==> src/rtl/mux_seq_pkg.sv <==
// Shared definitions for the mux select sequencer.
//   N_CH / SEL_W / HOLD_W : channel count, select width, dwell-count width
//   state_t               : scheduler state (IDLE, HOLD, GAP)
//   onehot4()             : binary select -> one-hot grant
package mux_seq_pkg;

  localparam int unsigned N_CH   = 4;
  localparam int unsigned SEL_W  = 2;
  localparam int unsigned HOLD_W = 4;

  typedef enum logic [1:0] {
    IDLE = 2'd0,
    HOLD = 2'd1,
    GAP  = 2'd2
  } state_t;

  function automatic logic [3:0] onehot4(input logic [1:0] sel);
    logic [3:0] oh;
    case (sel)
      2'd0:    oh = 4'b0001;
      2'd1:    oh = 4'b0010;
      2'd2:    oh = 4'b0100;
      default: oh = 4'b1000;
    endcase
    return oh;
  endfunction

endpackage

==> src/rtl/mux_select_sequencer_rr_pick.sv <==
// Rotating-priority search over four request lines.
//   req   : per-channel request, bit i = channel i
//   ptr   : channel with highest priority for this search
//   found : at least one request is set
//   ch    : first requesting channel at or after ptr, wrapping 3 -> 0
module rr_pick
  import mux_seq_pkg::*;
(
  input  logic [3:0]       req,
  input  logic [SEL_W-1:0] ptr,
  output logic             found,
  output logic [SEL_W-1:0] ch
);

  logic [SEL_W-1:0] idx;

  always_comb begin
    found = 1'b0;
    ch    = '0;
    idx   = '0;
    for (int unsigned k = 0; k < N_CH; k++) begin
      idx = ptr + SEL_W'(k);
      if (!found && req[idx]) begin
        found = 1'b1;
        ch    = idx;
      end
    end
  end

endmodule

==> src/rtl/mux_select_sequencer.sv <==
// Round-robin scheduler driving the select of a 4x1 mux datapath.
// Each grant lasts hold_cycles+1 cycles (shortened if the request drops or
// enable falls), followed by one dead GAP cycle so mux ownership never
// overlaps.
//   clk, rst    : clock, asynchronous active-high reset
//   enable      : arbitration enable; low ends an active grant
//   req         : per-channel request lines
//   hold_cycles : dwell, sampled only when a grant is issued
//   select      : registered binary index of the granted/last granted channel
//   grant       : registered one-hot of select while granted, else 0
//   sel_valid   : high while grant is non-zero
//   busy        : high in HOLD or GAP
module mux_select_sequencer
  import mux_seq_pkg::*;
#(
  parameter int unsigned N_CH   = mux_seq_pkg::N_CH,
  parameter int unsigned SEL_W  = mux_seq_pkg::SEL_W,
  parameter int unsigned HOLD_W = mux_seq_pkg::HOLD_W
) (
  input  logic              clk,
  input  logic              rst,
  input  logic              enable,
  input  logic [N_CH-1:0]   req,
  input  logic [HOLD_W-1:0] hold_cycles,
  output logic [SEL_W-1:0]  select,
  output logic [N_CH-1:0]   grant,
  output logic              sel_valid,
  output logic              busy
);

  state_t            state, state_n;
  logic [SEL_W-1:0]  select_n;
  logic [N_CH-1:0]   grant_n;
  logic              valid_n;
  logic [SEL_W-1:0]  ptr, ptr_n;
  logic [HOLD_W-1:0] cnt, cnt_n;

  logic              pick_found;
  logic [SEL_W-1:0]  pick_ch;

  rr_pick u_rr_pick (
    .req   (req),
    .ptr   (ptr),
    .found (pick_found),
    .ch    (pick_ch)
  );

  always_ff @(posedge clk or posedge rst) begin
    if (rst) begin
      state     <= IDLE;
      select    <= '0;
      grant     <= '0;
      sel_valid <= 1'b0;
      ptr       <= '0;
      cnt       <= '0;
    end else begin
      state     <= state_n;
      select    <= select_n;
      grant     <= grant_n;
      sel_valid <= valid_n;
      ptr       <= ptr_n;
      cnt       <= cnt_n;
    end
  end

  always_comb begin
    state_n  = state;
    select_n = select;
    grant_n  = grant;
    valid_n  = sel_valid;
    ptr_n    = ptr;
    cnt_n    = cnt;
    case (state)
      IDLE: begin
        if (enable && pick_found) begin
          select_n = pick_ch;
          grant_n  = onehot4(pick_ch);
          valid_n  = 1'b1;
          cnt_n    = hold_cycles;
          state_n  = HOLD;
        end
      end
      HOLD: begin
        if ((cnt == '0) || !req[select] || !enable) begin
          // Served channel drops to lowest priority for the next search.
          state_n = GAP;
          grant_n = '0;
          valid_n = 1'b0;
          ptr_n   = select + SEL_W'(1);
        end else begin
          cnt_n = cnt - HOLD_W'(1);
        end
      end
      GAP: begin
        state_n = IDLE;
      end
      default: begin
        state_n = IDLE;
        grant_n = '0;
        valid_n = 1'b0;
      end
    endcase
  end

  assign busy = (state != IDLE);

endmodule

==> config.mk <==
export PLATFORM = sky130hd
export DESIGN_NAME = mux_select_sequencer
export DESIGN_NICKNAME = d
export VERILOG_FILES = /design/src/rtl/mux_seq_pkg.sv /design/src/rtl/mux_select_sequencer_rr_pick.sv /design/src/rtl/mux_select_sequencer.sv
export SDC_FILE = /design/constraint.sdc
export NUM_CORES = 1
export LEC_CHECK = 0
export BUFFER_PORTS_ARGS = -buffer_cell sky130_fd_sc_hd__buf_2
export CELL_PAD_IN_SITES_DETAIL_PLACEMENT = 1
export CELL_PAD_IN_SITES_GLOBAL_PLACEMENT = 2
export CORE_ASPECT_RATIO = 0.5
export CORE_MARGIN = 2
export CORE_UTILIZATION = 29
export DETAILED_ROUTE_END_ITERATION = 8
export PLACE_DENSITY = 0.77
export SLEW_MARGIN = 10
export SYNTH_ARGS = -nofsm -noshare
export SYNTH_HDL_FRONTEND = slang
export SYNTH_SLANG_ARGS = --single-unit
==> constraint.sdc <==
create_clock -name clk -period 1.9 [get_ports clk]
set_clock_uncertainty 0.2 [all_clocks]
set_input_delay 0.095 -clock clk [delete_from_list [all_inputs] [get_ports clk]]
set_output_delay 0.095 -clock clk [all_outputs]
set_load 0.01 [all_outputs]
# --- After elaboration in Yosys (flattened, before gate mapping) ---
# Cells that the tools add are included.
op_classes:
  bitwise: 1
  n_reduce_logical: 21
  n_eq_ne: 7
  add_sub_neg: 5
  n_lt_le_gt_ge: 5
  n_mux: 31
op_table:
  columns: ["cell", "count"]
  rows:
  - ["$pmux 4 s3", 2]
  - ["$mux 4", 4]
  - ["$lt 2x3->1 const B", 5]
  - ["$mux 2", 6]
  - ["$mux 1", 11]
  - ["$bmux 1 s2", 5]
  - ["$pmux 4 s2", 1]
  - ["$ne 2x2->1 const B", 3]
  - ["$reduce_and 2->1", 3]
  - ["$reduce_and 3->1", 2]
  - ["$logic_not 1->1", 5]
  - ["$add 2x1->2 const B", 2]
  - ["$add 2x2->2 const B", 2]
  - ["$eq 2x1->1 const B", 2]
  - ["$eq 2x2->1 const B", 2]
  - ["$logic_and 1x1->1", 4]
  - ["$logic_not 2->1", 2]
  - ["$logic_not 4->1", 1]
  - ["$pmux 2 s2", 1]
  - ["$reduce_bool 2->1", 2]
  - ["$sub 4x1->4 const B", 1]
  - ["$pmux 1 s3", 1]
  - ["$logic_or 1x1->1", 2]
  - ["$not 1->1", 1]
word_totals:
  out_inout_bits: 8
  input_bits: 11
  register_bits: 15
  word_cells: 76

# --- Logic depth before layout (Yosys ltp) ---
depth:
  depth_word: 16
  depth_mapped: 7
  depth_no_buf: 7

# --- Hierarchy ---
# From an unflattened synthesis, not the netlist that was laid out.
unflattened:
  cells_unflattened: 85
  area_unflattened_um2: 862.1
by_module_without_submodules:
  columns: ["mod", "area_each_um2", "seq_area_each_um2", "instances", "cells_each"]
  rows:
  - ["mux_select_sequencer", 784.5, 375.4, 1, 70]
  - ["rr_pick", 77.6, 0.0, 1, 15]

# --- Least setup slack after synthesis ---
# Ideal clock, no wire load.
synth_path:
  kind: "register to register"
  from: "register cnt[0]"
  to: "register cnt[3]"
  stages_incl_launch_ff: 7
  arrival_ns: 1.717
  required_time_ns: 1.571
  period_less_slack_ns: 2.046
  setup_ns: 0.129
  path_buffers: 0
  slack_ns: -0.146
  cell_sequence: "dfrtp_1 -> inv_1 -> ha_1 -> or3b_2 -> and4_4 -> or3_1 -> nor3b_1"
synth_via:
  elab_chain_len: 5
  elab_cells_between_ends: 8
  cone_classes: "add/sub: 1; eq/ne: 1; mux: 2; reduce/logical: 4"
synth_lines:
  columns: ["item", "line_no", "source"]
  rows:
  - ["start: declaration", "mux_select_sequencer.sv:36", "logic [HOLD_W-1:0] cnt, cnt_n;"]
  - ["start signal: assignment", "mux_select_sequencer.sv:62", "cnt <= cnt_n;"]
  - ["parallel branches: the longest is 5 deep, another holds $sub 4x1->4", null, null]
# Several ways; the timed one is not identified. The select of a mux whose other input is x is not followed.
# A chain may end at the register's enable or synchronous reset.

# --- Worst setup path after layout ---
layout_path:
  from: "register cnt[1]"
  to: "register cnt[3]"
# Same word-level chain as after synthesis.

==> results_dict.tcl <==
set metrics [dict create \
    run_status "complete, but fails checks" \
    violations "hold timing, setup timing" \
    portBuffers 18 \
    final_max_slew_viol_count 0 \
    hold_depth 3 \
    ir_drop_v 0.000743 \
    area_growth_syn_to_layout_pct 48.7 \
    floorplan.initialDensity 0.313 \
    grt_pass1_vias 896 \
    cts_sinks 15 \
    hold_violations 1 \
    power_leakage_nw 0.583 \
    rows 13 \
    clockBufferDepth 2 \
    synth.top_cell.area_share 0.452 \
    die_x_um 79.6 \
    gp_congestion 0.791 \
    start_kind "register" \
    grt-ovfl-total 0 \
    fin_hold_ws_ns -0.00381 \
    crit_chain "inv_2 -> ha_4 -> or3b_4 -> and4_4 -> or3_1 -> nor3b_2" \
    synth-edff-count 0 \
    worstSetupPathType "register to register" \
    nFillCells 309 \
    antenna_found_initial 0 \
    worstPathArrival_ns 1.90 \
    critPathMaxFanout 3 \
    fin_crit_sh 1.03 \
    htreeDepth 1 \
    clkTransAtPathRegs_ns 0.07 \
    multi_input_area_um2 472 \
    insertion_delay_ns 0.25 \
    fin_area_mm2 0.00123 \
    hold_class "primary input to register" \
    synth.distinct_cells 37 \
    n_antenna_cell 0 \
    tightest_slew_ns 0.600 \
    avgSynthCellArea_um2 10.4 \
    avgViaCountPerCell 5.09 \
    period_minus_slack_ns 1.96 \
    drive_above_1_share 0.444 \
    cts_tree "done" \
    ant_nets 0 \
    yosysSeqAreaShare 0.452 \
    die_area_mm2 0.00333 \
    fp.dieH_um 41.8 \
    fp.coreArea_mm2 0.00265 \
    cts_buffers 3 \
    worst_setup_path_end_kind "register" \
    place_area_mm2 0.00107 \
    required_ns 1.84 \
    place_hpwl_um 1900 \
    wl_per_cell_um 16.2 \
    grt_max_degree 16 \
    grt_pass1_wl_um 4080 \
    cap_violations 0 \
    drtIter0Drc 14 \
    synth_area_leader_cell "dfrtp_1" \
    yosys_warnings 0 \
    cp_slowest_cell "dfrtp_1" \
    ys_ff_latch 15 \
    netlist_area_um2 830 \
    drc_errors 0 \
    synth_area_leaders "dfrtp_1 45%, a21oi_1 3.6%, inv_1 3.2%" \
    vias 820 \
    ys.flop_type "dfrtp_1" \
    reg2reg_depth 6 \
    regArea_um2 377 \
    syn_nets 93 \
    finalSetupTns_ns -0.0720 \
    final_util 0.465 \
    syn_inst 80 \
    synthArstFlopShare 1.00 \
    ios 19 \
    fmax_mhz 510 \
    p_per_area_mw_per_mm2 1670 \
    setup_viol 3 \
    relSlewSlack 0.600 \
    critPathMaxStageDelay_ns 0.40 \
    layout.nets 138 \
    first_pass_iters 4 \
    rsz0062_at_grt "true" \
    fin_ws_ns -0.0609 \
    cts-root-buf "clkbuf_8" \
    routed_wl_um 2610 \
    gr-usage-all-layers 0.162 \
]
layer usage:
layer / global-route usage / vias up / wire (µm)
li1: - / 390 / -
met2: 0.281 / 11 / 1330
met5: 0 / - / 0
met4: 0.0759 / 0 / 42
met3: 0.0457 / 6 / 81
met1: 0.186 / 413 / 1160
timing repair:
action,4_1_cts,5_1_grt
endpoints found under the setup margin,5,10
gates resized for setup,1,5
hold buffers,3,0
buffers inserted,6,0
pin swaps,2,0
hold endpoints to repair,17,0
final timing paths:
kind                                 from   endpoint  slack [ns]
max                                cnt[1]     cnt[3]       -0.06
min                        hold_cycles[0]     cnt[0]      -0.004
max reg2reg                        cnt[1]     cnt[3]       -0.06
min reg2reg                      grant[2]   grant[2]        0.29
max in group asynchronous             rst  select[1]        0.81
min in group asynchronous             rst   state[0]        0.26
cell usage after synthesis (2+ instances only):
master,n
a22o_1,2
inv_1,7
dfrtp_1,15
a21oi_1,6
o22ai_1,2
nand3_1,3
nor2_1,6
nand2b_1,4
o21ai_0,4
or2b_1,2
ha_1,2
o2bb2ai_1,2
metrics by stage:
stage	setup slack [ns]	cells	total power, mW
4_1_cts	-0.0369	161	1.99
5_1_grt	-0.123	161	2.22
3_3_place_gp	-0.0177	148	1.54
2_1_floorplan	-0.0166	80	1.15
3_5_place_dp	-0.0837	148	1.61
6_report	-0.0609	161	2.06
final cells by class:
type | count | share of cell area
clock buffers | 3 | 0.0335
clock inverters | 1 | 0.00406
inverters | 7 | 0.0213
multi-input cells | 58 | 0.382
flip-flops and latches | 15 | 0.305
well taps | 37 | 0.0375
repair buffers | 40 | 0.216
layout by cell type (no fill, tap or decap), types with 2 or more instances in the layout:
| cell | Yosys | layout |
|---|---|---|
| a22o_1 | 2 | 2 |
| a21oi_1 | 6 | 6 |
| nor2_1 | 6 | 5 |
| o22ai_1 | 2 | 2 |
| inv_2 | 0 | 2 |
| clkbuf_8 | 0 | 3 |
| or2b_1 | 2 | 2 |
| buf_4 | 0 | 18 |
| buf_2 | 0 | 18 |
| dlygate4sd3_1 | 0 | 3 |
| inv_1 | 7 | 5 |
| o21ai_0 | 4 | 3 |
| nand3_1 | 3 | 3 |
| o2bb2ai_1 | 2 | 2 |
| nand2b_1 | 4 | 4 |
| dfrtp_1 | 15 | 14 |
worst max-delay path, delay by kind of cell, from the launching register on:
family        cells  cell delay, ns
simple gates      4            1.03
flops             1            0.40
fa+ha+maj         1            0.12
buf+inv           1            0.09
power breakdown:
group | switching (mW) | leakage [nW] | internal [mW]
clock network | 0.125 | 0.0255 | 0.146
registers | 0.123 | 0.181 | 0.481
logic | 0.574 | 0.376 | 0.611
sequential cells by signal, summed over array words and instances, names as in the netlist:
signal and flops:
ptr 2, cnt 4, state 2, grant 4
select 2, sel_valid 1
cell families after synthesis:
kind of cell / share of synthesized area
AOI/OAI and AO/OA: 0.273
xor gates and xnor gates: 0.0106
adders and majority gates: 0.0302
buffers and inverters: 0.0317
DFF: 0.452
muxes: 0.0271
and+or+nand+nor: 0.175
(Power assumes the default switching activity.)
